===== src/rtl/aes_pkg.sv =====
// Shared AES constants, block type and controller state encoding.
package aes_pkg;
  localparam int AES_NR    = 10;
  localparam int AES_BLK_W = 128;

  typedef logic [AES_BLK_W-1:0] aes_block_t;

  typedef enum logic [1:0] {IDLE, ADDK0, RUN, DONE} aes_ctrl_st_t;
endpackage


===== src/rtl/aes_round_ctrl.sv =====
// Iterative AES-128 round sequencer: FSM, round counter, cipher state and AddRoundKey.
// Defining AES_ROUND_CTRL_CNT_EN adds the blk_count output handshake counter.
module aes_round_ctrl
  import aes_pkg::*;
#(
  parameter int NR      = AES_NR,
  parameter int ROUND_W = 4
) (
  input  logic               clk,
  input  logic               rst_n,
  input  logic               in_valid,
  output logic               in_ready,
  input  logic [127:0]       in_block,
  input  logic [127:0]       in_key,
  output logic               out_valid,
  input  logic               out_ready,
  output logic [127:0]       out_block,
  output logic [ROUND_W-1:0] round,
  output logic [127:0]       key_out,
  input  logic [127:0]       round_key,
  output logic [127:0]       rf_state,
  output logic               rf_final,
`ifdef AES_ROUND_CTRL_CNT_EN
  output logic [31:0]        blk_count,
`endif
  input  logic [127:0]       rf_result
);

  localparam logic [ROUND_W-1:0] LP_LAST = ROUND_W'(NR);

  aes_ctrl_st_t       r_st;
  aes_ctrl_st_t       w_st_nxt;
  logic [127:0]       r_state;
  logic [127:0]       r_key;
  logic [ROUND_W-1:0] r_round;
  logic               w_accept;
  logic               w_last;

  // Handshake outputs are forced low while reset is asserted, whatever the state.
  assign in_ready  = rst_n && (r_st == IDLE);
  assign out_valid = rst_n && (r_st == DONE);
  assign w_accept  = in_valid && in_ready;
  assign w_last    = (r_round == LP_LAST);

  assign round     = r_round;
  assign key_out   = r_key;
  assign rf_state  = r_state;
  assign out_block = r_state;
  assign rf_final  = (r_st == RUN) && w_last;

  always_comb begin
    w_st_nxt = r_st;
    unique case (r_st)
      IDLE:    if (w_accept) w_st_nxt = ADDK0;
      ADDK0:   w_st_nxt = RUN;
      RUN:     if (w_last) w_st_nxt = DONE;
      DONE:    if (out_ready) w_st_nxt = IDLE;
      default: w_st_nxt = IDLE;
    endcase
  end

  always_ff @(posedge clk) begin
    if (!rst_n) r_st <= IDLE;
    else        r_st <= w_st_nxt;
  end

  // Round counter saturates at NR; it only returns to 0 when DONE hands off.
  always_ff @(posedge clk) begin
    if (!rst_n) begin
      r_round <= '0;
      r_state <= '0;
      r_key   <= '0;
    end else begin
      case (r_st)
        IDLE: begin
          if (w_accept) begin
            r_state <= in_block;
            r_key   <= in_key;
          end
        end
        ADDK0: begin
          r_state <= r_state ^ round_key;
          r_round <= ROUND_W'(1);
        end
        RUN: begin
          r_state <= rf_result ^ round_key;
          if (!w_last) r_round <= r_round + ROUND_W'(1);
        end
        DONE: begin
          if (out_ready) r_round <= '0;
        end
        default: ;
      endcase
    end
  end

`ifdef AES_ROUND_CTRL_CNT_EN
  logic [31:0] r_blk_count;

  always_ff @(posedge clk) begin
    if (!rst_n)                      r_blk_count <= '0;
    else if (out_valid && out_ready) r_blk_count <= r_blk_count + 32'd1;
  end

  assign blk_count = r_blk_count;
`endif

endmodule

===== config.mk =====
export PLATFORM = sky130hd
export DESIGN_NAME = aes_round_ctrl
export DESIGN_NICKNAME = d
export VERILOG_FILES = /design/src/rtl/aes_pkg.sv /design/src/rtl/aes_round_ctrl.sv
export SDC_FILE = /design/constraint.sdc
export NUM_CORES = 1
export LEC_CHECK = 0
export CORE_AREA = 2 2 351 353
export DETAILED_ROUTE_END_ITERATION = 6
export DIE_AREA = 0 0 353 355
export MAX_ROUTING_LAYER = met4
export SYNTH_ARGS = -nofsm -noshare
export SYNTH_HDL_FRONTEND = slang
export SYNTH_SLANG_ARGS = --single-unit

===== constraint.sdc =====
create_clock -name clk -period 5.2 [get_ports clk]
set_clock_uncertainty 0.2 [all_clocks]
set_input_delay 1.56 -clock clk [delete_from_list [all_inputs] [get_ports clk]]
set_output_delay 1.56 -clock clk [all_outputs]
set_load 0.005 [all_outputs]

---- Yosys cells after proc, flatten, opt, wreduce, memory -nomap -nowiden ----
Cells that the tools add are included.
storage, ports and cells
  flip-flop bits (word level) ............. 262
  bits in latches ......................... 0
  memory bits (writable) .................. 0
  bits in read-only memories .............. 0
  input port bits ......................... 516
  output and inout port bits .............. 391
  word-level logic and storage cells ...... 35
  memories kept ........................... 0
cells by class
  add/subtract/negate cells ............... 1
  multipliers ............................. 0
  div/mod/pow operators ................... 0
  $lt $le $gt $ge ......................... 0
  eq/ne operators ......................... 8
  shifts and indexed selects .............. 0
  mux-type cells .......................... 9
  bitwise operators ....................... 2
  reductions and logical operators ........ 11
operators with widths
  kind                   number
  $pmux W128 S3          1
  $xor A128 B128 Y128    2
  $mux W128              1
  $pmux W4 S3            1
  $mux W4                2
  $ne A2 B2 Y1 const B   4
  $pmux W2 S4            1
  $mux W2                3
  $reduce_and A3 Y1      2
  $reduce_bool A3 Y1     2
  $add A4 B1 Y4 const B  1
  $eq A2 B2 Y1 const B   2
  $eq A4 B4 Y1 const B   1
  $logic_and A1 B1 Y1    4
  $reduce_and A2 Y1      2
  $eq A2 B1 Y1 const B   1
  $logic_not A2 Y1       1

---- Depth between registers and ports, before layout ----
Gate-level depths: netlist (run 1).
  depth after elaboration ................. 5
  depth in mapped cells ................... 9
  mapped depth without buffers ............ 6

---- Least setup slack after synthesis (run 1) ----
Ideal clock, no wire load.
  path type ............................... input-to-output
  start ................................... in rst_n
  end ..................................... out in_ready
  data arrival time ....................... 2.052 ns
  required time ........................... 3.440 ns
  setup slack ............................. 1.388 ns
  stages .................................. 3
  buffers on the path ..................... 2
  cell sequence ........................... buf_4 -> clkbuf_1 -> and2_1
on the way
  word-level cells in the longest chain between the ends .. 1
RTL lines
  what                 RTL line              source
  from (decl)          aes_round_ctrl.sv:10  input logic rst_n,
  $logic_and A1 B1 Y1  aes_round_ctrl.sv:40  assign in_ready = rst_n && (r_st == IDLE);
  to (decl)            aes_round_ctrl.sv:12  output logic in_ready,
No other way between the ends.

---- Worst setup path after layout (run 1) ----
  start ................................... reg r_st[0]
  end ..................................... out rf_final
on the way
  word-level cells in the longest chain between the ends .. 2
RTL lines
  what                    RTL line              source
  from (decl)             aes_round_ctrl.sv:31  aes_ctrl_st_t r_st;
  from (signal assigned)  aes_round_ctrl.sv:64  else r_st <= w_st_nxt;
  $eq A2 B2 Y1            aes_round_ctrl.sv:49  assign rf_final = (r_st == RUN) && w_last;
  $logic_and A1 B1 Y1     aes_round_ctrl.sv:49
  to (decl)               aes_round_ctrl.sv:22  output logic rf_final,
No other way between the ends.

==> flow_metrics.tcl, run 1 <==
set metrics [dict create \
    status "finished clean" \
    antenna_left 0 \
    syn_area_per_cell_um2 8.70 \
    tns_ns 0 \
    clock_path_buffers 3 \
    drc_errors 0 \
    layout-drive-gt1-share 0.0386 \
    grt_usage 0.148 \
    cts_resized 0 \
    final_cell_mix "clkdlybuf4s50_1, nand2_1, dfxtp_1" \
    h-tree-depth 2 \
    drv_slew 0 \
    die-area_um2 125000 \
    syn_area_um2 13700 \
    cts.sinks 262 \
    fp.dieH_um 355 \
    wl_per_cell_um 23.5 \
    start_kind "flip-flop" \
    path_buf_inv 3 \
    syn_nets 2100 \
    ys_seq_area_frac 0.382 \
    cp_slowest_cell "clkdlybuf4s50_1" \
    core_um2 121000 \
    antenna_found_initial 77 \
    min_period_ns 4.12 \
    cts_tree "done" \
    setup_violations 0 \
    io_pins 907 \
    viasPerCell 3.56 \
    final_core_util 0.205 \
    crit_arrival_ns 2.36 \
    setup_ws_ns 1.08 \
    fin_nets 2827 \
    vdd_drop_max_v 0.000371 \
    clk_pin_slew_ns 0.06 \
    cap_violations 0 \
    cts_root_buf "clkbuf_16" \
    synth_top_area_frac 0.382 \
    vias 14200 \
    start_util 0.113 \
    drt_wl_total_um 93700 \
    rsz0062_at_grt "false" \
    endpoint_kind "output port" \
    clkLatencyLatePin_ns 0.58 \
    crit_family "buffers and inverters" \
    cp_max_fo 19 \
    p_per_area_nw_per_um2 561 \
    max_clock_freq_ghz 0.243 \
    hold_viol 0 \
    syn2layout_area_growth_pct 80.9 \
    grt_start_max_net_pins 140 \
    yosysWarnings 0 \
    die_width_um 353 \
    dp_slack_ns 1.08 \
    critPathKind "flip-flop to output port" \
    tightest_slew_ns 0.973 \
    drt_iter0_markers 884 \
    crit_chain "inv_1 -> ha_4 -> inv_2 -> nor2_1 -> clkdlybuf4s50_1" \
    grt_pass1_wl_um 123000 \
    postCtsHoldBufs 0 \
    p_leak_nw 8.33 \
    dr.pass1.iters 5 \
    synthCells 1577 \
    gp_congestion 0.924 \
    final_common_cell "clkdlybuf4s50_1" \
    cpPeakStageDelay_ns 0.55 \
    ys_types 33 \
    critPathRequiredTime_ns 3.44 \
    cts-buffers-inserted 36 \
    grt_pass1_vias 13800 \
    postCtsSetupBuffers 0 \
    synth_seq_cells 262 \
    dp_hpwl_um 78900 \
    synth_area_leaders "dfxtp_1, mux2i_1, xnor2_1, buf_4, nand2_1" \
    port_buffers 906 \
    power.total_mw 13.9 \
    maxSlewHeadroom 0.351 \
    row_count 128 \
    hold_path.class "flip-flop to flip-flop" \
    grt_remaining_overflow 0 \
    finalCritPeriodShare 0.791 \
    synth_top_cell_by_area "dfxtp_1" \
]
==> report_power, final <==
group	internal (mW)	switching (mW)
combinational	4.13	3.58
clock	1.46	1.07
sequential	2.75	0.936
total	8.34	5.59
==> cell usage after synthesis, drive strengths merged <==
cell type	n
xnor2	128
dfxtp	262
clkbuf	48
nand3b	2
mux2i	256
nor3b	1
and3	1
a21boi	2
a2111oi	1
nor2b	1
o21ai	258
nor2	5
buf	196
nand2	263
nor4	1
a221oi	1
or4	1
o21a	1
inv	5
o22ai	2
and2	2
o22a	1
or2	1
a21oi	129
nand3	2
ha	7
==> per-stage QoR <==
stage | hold slack, ns | instance area, um^2 | cells
after floorplan | 0.245 | 13700 | 1577
after global placement | 0.234 | 23600 | 3891
after detailed placement | 0.241 | 23600 | 3891
after CTS | 0.250 | 24700 | 3954
after global routing | 0.262 | 24800 | 3981
final | 0.247 | 24800 | 3987
==> sequential cells by signal, summed over array words and instances, names as in the netlist <==
signal and count:
key_out 128, out_block 128, r_st 2, round 4
==> path summary, 6_finish.rpt <==
kind                                  start       endpoint  slack, ns  cells past startpoint
worst max-delay path                r_st[0]       rf_final       1.08                      5
worst min-delay path            key_out[95]    key_out[95]       0.25                      2
worst max register to register      r_st[0]  out_block[64]       2.26                      7
worst min register to register  key_out[95]    key_out[95]       0.25                      2
==> tightest hold or removal path, cell delays in order (launching register included) <==
cell and delay [ns]:
dfxtp_1 0.31, nand2_1 0.05, o21ai_1 0.05
==> per-layer routing <==
metal  wire length, um  track usage  vias up  part of all wire
li1                  -            -     6755                 -
met1             37700        0.170     6589              0.40
met2             42700        0.231      703              0.46
met3             11100       0.0718      138              0.12
met4              2130       0.0310        0             0.023
met5                 0            -        -                 0
==> cells by family (layout without fill, tap and decap cells) <==
logic type | count (synthesis) | count (layout) | share of synthesized area
AND/OR/NAND/NOR | 280 | 280 | 0.0797
flip-flops | 262 | 262 | 0.382
adder cells (fa/ha/maj) | 7 | 7 | 0.00638
multiplexers | 256 | 256 | 0.187
XOR/XNOR | 128 | 128 | 0.0817
other | 0 | 33 | 0
buffers and inverters | 249 | 1001 | 0.117
AO/OA/AOI/OAI | 395 | 395 | 0.146
==> area by class of cell <==
class	instances	area (um^2)
multi-input cells	1066	6910
clock buffers	51	1010
repair buffers	933	9370
flip-flops and latches	262	5250
inverters	5	18.8
clock inverters	12	156
fillers	13500	96600
well taps	1625	2030
diodes	33	82.6
Power figures use the tool's default switching activity.
==> run 2, diff against run 1 <==
clock period = 3.4 ns   (was 5.2 ns; I/O delays follow)
==> run 2 against run 1 <==
  * Sequential share of layout area decreased by 0.23 points
  * Critical path type unchanged
  * Global-route usage about the same
  * Highest routed layer unchanged
  * Non-clock buffer count increased by 28
  * Final cell count increased by 0.63%
  * Via count increased by 0.93%
  * First-iteration DRC count increased by 7.1%
  * Clock-buffer cell count unchanged
  * Routed wire length increased by 0.38%
  * Largest cell class unchanged
==> flow_metrics.tcl, run 2 (same netlist as run 1, synthesis figures left out) <==
set metrics [dict create \
    vdd_drop_max_v 0.000412 \
    cpPeakStageDelay_ns 0.55 \
    drt_iter0_markers 947 \
    dp_slack_ns 0.279 \
    viasPerCell 3.57 \
    p_leak_nw 8.52 \
    cts-buffers-inserted 36 \
    crit_chain "inv_1 -> ha_4 -> and2_1 -> clkdlybuf4s50_1" \
    antenna_left 0 \
    path_buf_inv 2 \
    crit_family "buffers and inverters" \
    row_count 128 \
    wl_per_cell_um 23.4 \
    drt_wl_total_um 94000 \
    seqCellArea_um2 5250 \
    vias 14300 \
    clock_path_buffers 3 \
    status "finished clean" \
    fp.dieH_um 355 \
    cts_root_buf "clkbuf_16" \
    grt_usage 0.148 \
    clkPwrFrac 0.179 \
    finalCritPeriodShare 0.966 \
    postCtsSetupBuffers 0 \
    p_per_area_nw_per_um2 865 \
    syn2layout_area_growth_pct 82.9 \
    grt_start_max_net_pins 137 \
    layout-drive-gt1-share 0.0538 \
    port_buffers 906 \
    setup_ws_ns 0.115 \
    cp_max_fo 5 \
    endpoint_kind "output port" \
    gp_congestion 0.935 \
    antenna_found_initial 74 \
    setup_violations 0 \
    hold_viol 0 \
    h-tree-depth 2 \
    die_width_um 353 \
    max_clock_freq_ghz 0.304 \
    cap_violations 0 \
    cts.sinks 262 \
    switching_share 0.401 \
    tightest_slew_ns 1.02 \
    fillCellCount 13400 \
    clkLatencyLatePin_ns 0.58 \
    final_common_cell "clkdlybuf4s50_1" \
    multi_input_area_um2 6910 \
    dr.pass1.iters 5 \
    grt_remaining_overflow 0 \
    switching_power_mw 8.71 \
    dp_hpwl_um 79600 \
    drv_slew 0 \
    io_pins 907 \
    critPathKind "flip-flop to output port" \
    critPathRequiredTime_ns 2.18 \
    cp_slowest_cell "clkdlybuf4s50_1" \
    final_core_util 0.207 \
    core_um2 121000 \
    die-area_um2 125000 \
    grt_pass1_vias 13700 \
    crit_arrival_ns 2.07 \
    clk_pin_slew_ns 0.06 \
    pwr-share-seq 0.264 \
    min_period_ns 3.29 \
    maxSlewHeadroom 0.322 \
    cts_tree "done" \
    start_util 0.113 \
    r2r_slack_ns 0.66 \
    internal_power_mw 13.0 \
    fin_nets 2855 \
    hold_path.class "flip-flop to flip-flop" \
    tns_ns 0 \
    start_kind "flip-flop" \
    rsz0062_at_grt "false" \
    combPwrFrac 0.557 \
    grt_pass1_wl_um 124000 \
    final_cell_mix "clkdlybuf4s50_1, nand2_1, dfxtp_1" \
    drc_errors 0 \
]
[run 2: cell count changes in the layout (fill, tap and decap cells not counted), sizes merged]
| cell | previous run | this run |
|---|---|---|
| diode | 33 | 28 |
| inv | 8 | 7 |
| buf | 29 | 57 |
| clkinvlp | 1 | 0 |
| clkinv | 6 | 11 |
| bufinv | 2 | 1 |
[run 2: what timing repair did]
action / 4_1_cts / 5_1_grt
endpoints found under the hold margin: 0 / 0
cloned: 0 / 0
gates resized for setup: 1 / 1
setup endpoints to repair: 1 / 1
hold buffers: 0 / 0
[run 2: through the flow]
stage	power (mW)	instance area [um^2]	hold slack (ns)	instances
global route	22.9	25100	0.260	4008
finish	21.7	25100	0.248	4012
floorplan	11.5	13700	0.245	1577
CTS	22.0	25000	0.248	3984
detailed placement	17.9	23900	0.241	3919
global placement	17.8	23900	0.235	3919
[run 2: worst reg2reg max path: stages, from the launching register on]
cell,delay [ns]
dfxtp_1,0.34
inv_2,0.12
ha_4,0.17
buf_12,0.35
buf_4,0.57
mux2i_1,0.35
xnor2_1,0.10
mux2i_1,0.29
a21oi_1,0.12
[run 2: path summary, 6_finish.rpt]
| path | start | to | cells after the start |
|---|---|---|---|
| max reg2reg | r_st[0] | out_block[86] | 8 |
| min reg2reg | key_out[56] | key_out[56] | 2 |
| min | key_out[56] | key_out[56] | 2 |
| max | r_st[1] | in_ready | 4 |
[run 2: routing by layer]
metal  vias to the layer above  share of wire  track usage
met2                       741           0.46        0.233
li1                       6811              -            -
met5                         -              0            -
met1                      6639           0.42        0.179
met3                       126          0.099       0.0570
met4                         0          0.019       0.0291
[run 2: cell type report]
| type | instances | share of cell area |
|---|---|---|
| clock buffers | 51 | 0.0421 |
| inverters | 5 | 0.000748 |
| flip-flops and latches | 262 | 0.209 |
| multi-input cells | 1066 | 0.275 |
| clock inverters | 14 | 0.00483 |
| repair buffers | 961 | 0.384 |
| diodes | 28 | 0.00279 |
| well taps | 1625 | 0.0810 |
[run 2: power by group through the flow]
| stage | Combinational (mW) | Clock (mW) | Sequential [mW] |
|---|---|---|---|
| after floorplan | 6.39 | 0 | 5.16 |
| after global placement | 12.1 | 0 | 5.74 |
| after detailed placement | 12.2 | 0 | 5.75 |
| after CTS | 12.2 | 4.03 | 5.72 |
| after global routing | 12.9 | 4.11 | 5.87 |
| final | 12.1 | 3.88 | 5.74 |
==> run 3, diff against run 2 <==
CTS_CLUSTER_SIZE = 25   (was not set)
==> results of run 3 <==
Same layout as run 2: the final DEF is identical, and so are final timing and power.
==> edit (settings of run 3) <==
Encoding of `aes_ctrl_st_t`: now one-hot (4 bits for 4 values).
--- a/src/rtl/aes_pkg.sv
+++ b/src/rtl/aes_pkg.sv
@@ -6,5 +6,5 @@
   typedef logic [AES_BLK_W-1:0] aes_block_t;
 
-  typedef enum logic [1:0] {IDLE, ADDK0, RUN, DONE} aes_ctrl_st_t;
+  typedef enum logic [3:0] {IDLE = 4'b0001, ADDK0 = 4'b0010, RUN = 4'b0100, DONE = 4'b1000} aes_ctrl_st_t;
 endpackage
 
Formal check against the unedited RTL: same outputs for any inputs over 4 cycles, from zero or initial values and one cycle with rst_n low; so few cycles prove little.
==> edit against run 3 <==
Cell area increased by 0.21%. Area after synthesis grew 1.9%. Worst hold slack improved by 0.0063 ns. Cell count unchanged. Sequential cell count is 2 higher. Setup slack better by 0.13 ns. Count of clock-buffer cells in the layout increased by 2. Sequential share of layout area is 0.11 points higher. Die area unchanged. First-iteration DRC count rose by 17%. Via count up 6.7%. Wire length grew 2.1%. Critical path type unchanged. Critical endpoint is now rf_final.
Power is not compared: it rests on default switching activity, and its combinational part moved more than twofold at a synthesized area within 25%.
==> edit: results (changes against run 3) <==
Pre-Repair DR Iteration Count: 5 (unchanged)
Placed cell count: 3908 (was 3919)
Synthesis Warnings: 0 (unchanged)
Via density: 3.806 (was 3.569)
HP Start: key_out[52]$_SDFFE_PN0P_ (was key_out[56]$_SDFFE_PN0P_)
Clk root buf: clkbuf_16 (unchanged)
Class of the worst hold path: flip-flop to flip-flop (unchanged)
Critical path peak fanout: 7 (was 5)
Filler cells: 13480 (was 13410)
Port Buffer Count: 906 (unchanged)
Post-CTS Resized: 4 (was 1)
Via count: 15270 (was 14320)
Crit. Startpoint: r_st[0]$_SDFFE_PN1P_ (was r_st[1]$_SDFFE_PN0P_)
Number of setup buffers added after CTS: 0 (unchanged)
Synth Area in Compound Gates: 14.05% (was 14.63%)
Iter 0 DRT Violations: 1108 (was 947)
Commonest cells in the netlist: nand2_1, dfxtp_1, buf_4 (was dfxtp_1, nand2_1, mux2i_1)
Top delay family on crit path: simple AND/OR/NAND/NOR gates (was buffers and inverters)
Layout area overhead: 79.94% (was 82.92%)
Clock Path Buffers: 3 (unchanged)
Status: finished, final reports clean (unchanged)
TritonCTS Buffers: 37 (was 36)
Post-Synth Adder-Cell Area: 0.1790% (was 0.6382%)
All-layer global routing usage: 14.95% (was 14.78%)
Mapped Nets: 2132 (was 2100)
Least-Margin Pin Slew: 0.7804 ns (was 1.017 ns)
First-pass GRT wire length: 126800 µm (was 123600 µm)
FF-to-FF Start: r_st[3]$_SDFFE_PN0P_ (was r_st[0]$_SDFFE_PN0P_)
Max VDD drop: 0.0003161 V
CTS H-tree depth: 2 (unchanged)
Count of cell types in the netlist: 34 (was 33)
Seq/Total Area, Yosys: 37.80% (was 38.22%)
FFs w/ async S/R, synth: 0% (unchanged)
DP Wirelength: 79020 µm (was 79650 µm)
Initial antenna violation count: 64 (was 74)
Placed cell areas: 0.02382 mm² (was 0.02385 mm²)
Max-Cap Viols: 0 (unchanged)
Post-Synth XOR/XNOR Area: 8.144% (was 8.168%)
Largest net degree at the start of global routing: 149 (was 137)
WL per Instance: 23.93 µm (was 23.44 µm)
LEAKAGE: 0.008040 µW
Area contributors post-synth: dfxtp_1, nand2_1, mux2i_1, xor2_1, buf_4 (was dfxtp_1, mux2i_1, xnor2_1, buf_4, nand2_1)
Share of cell area taken by muxes after synthesis: 9.307% (was 18.67%)
Nets: 2840 (was 2855)
RD Place Congestion: 0.9728 (was 0.9352)
Arrival time worst endpoint: 1.94 ns (was 2.07 ns)
Worst-Skew Late Latency: 0.58 ns (about the same)
Share of cells above drive strength 1: 5.290% (was 5.384%)
Syn Inst Count: 1614 (was 1577)
Prevailing post-synth register cell: dfxtp_1 (unchanged)
Critical-path top delay cell: or4b_4 (was clkdlybuf4s50_1)
## edit: changes by cell type in the layout (fill, tap and decap cells not counted), moves of 41 or more
| cell | before | now |
|---|---|---|
| xnor2_1 | 128 | 0 |
| a21oi_1 | 128 | 1 |
| o221ai_1 | 0 | 108 |
| o21ai_0 | 171 | 130 |
| nand4_1 | 0 | 128 |
| mux2i_1 | 256 | 130 |
| xor2_1 | 0 | 130 |
| o21ai_1 | 87 | 0 |
| nand2_1 | 262 | 388 |
## edit: cell type report
type | instances | area share (%)
Clock inverter | 8 | 0.4874
Multi-Input combinational cell | 1072 | 27.53
Clock buffer | 53 | 4.367
Timing Repair Buffer | 943 | 38.04
Inverter | 4 | 0.05968
Sequential cell | 264 | 21.01
Tap cell | 1625 | 8.082
Antenna cell | 43 | 0.4277
## edit: through the flow
step | hold WS, ns | setup slack (ns)
after detailed placement | 0.2497 | 0.1355
after floorplan | 0.2525 | 0.2347
final | 0.2543 | 0.2422
after CTS | 0.2586 | 0.1100
after global placement | 0.2421 | 0.1082
after global routing | 0.2751 | 0.1070
## edit: logic make-up after synthesis
logic type,count (synthesis)
AND/OR/NAND/NOR,543
buffers and inverters,278
AO/OA/AOI/OAI,267
flip-flops,264
XOR/XNOR,130
multiplexers,130
adder cells (fa/ha/maj),2
## edit: worst register-to-register path: stages (launching register included)
cell and delay [ns]:
dfxtp_1 0.31, buf_4 0.17, nor4b_4 0.60, buf_12 0.32
mux2i_1 0.51, xor2_1 0.37, o221ai_1 0.15
## edit: worst paths after layout
kind | end | slack, ns | cells past startpoint
max reg2reg | out_block[100]$_SDFFE_PN0P_ | 0.63 | 6
min reg2reg | key_out[52]$_SDFFE_PN0P_ | 0.25 | 2
max | rf_final | 0.24 | 3
min | key_out[52]$_SDFFE_PN0P_ | 0.25 | 2
## edit: power by group through the flow
stage | clock [µW] | sequential [µW] | combinational [µW]
6_report | 4050 | 3620 | 2530
5_1_grt | 4330 | 3650 | 2700
4_1_cts | 4210 | 3620 | 2560
3_5_place_dp | 0 | 3680 | 2540
3_3_place_gp | 0 | 3670 | 2530
2_1_floorplan | 0 | 3610 | 890
## edit: per-layer routing
metal	GRT usage [%]	vias up	wire length (µm)
met5	-	-	0
met4	2.809	0	1801
met3	7.610	116	11390
met2	23.85	742	44620
met1	16.80	7363	38210
li1	-	7050	-
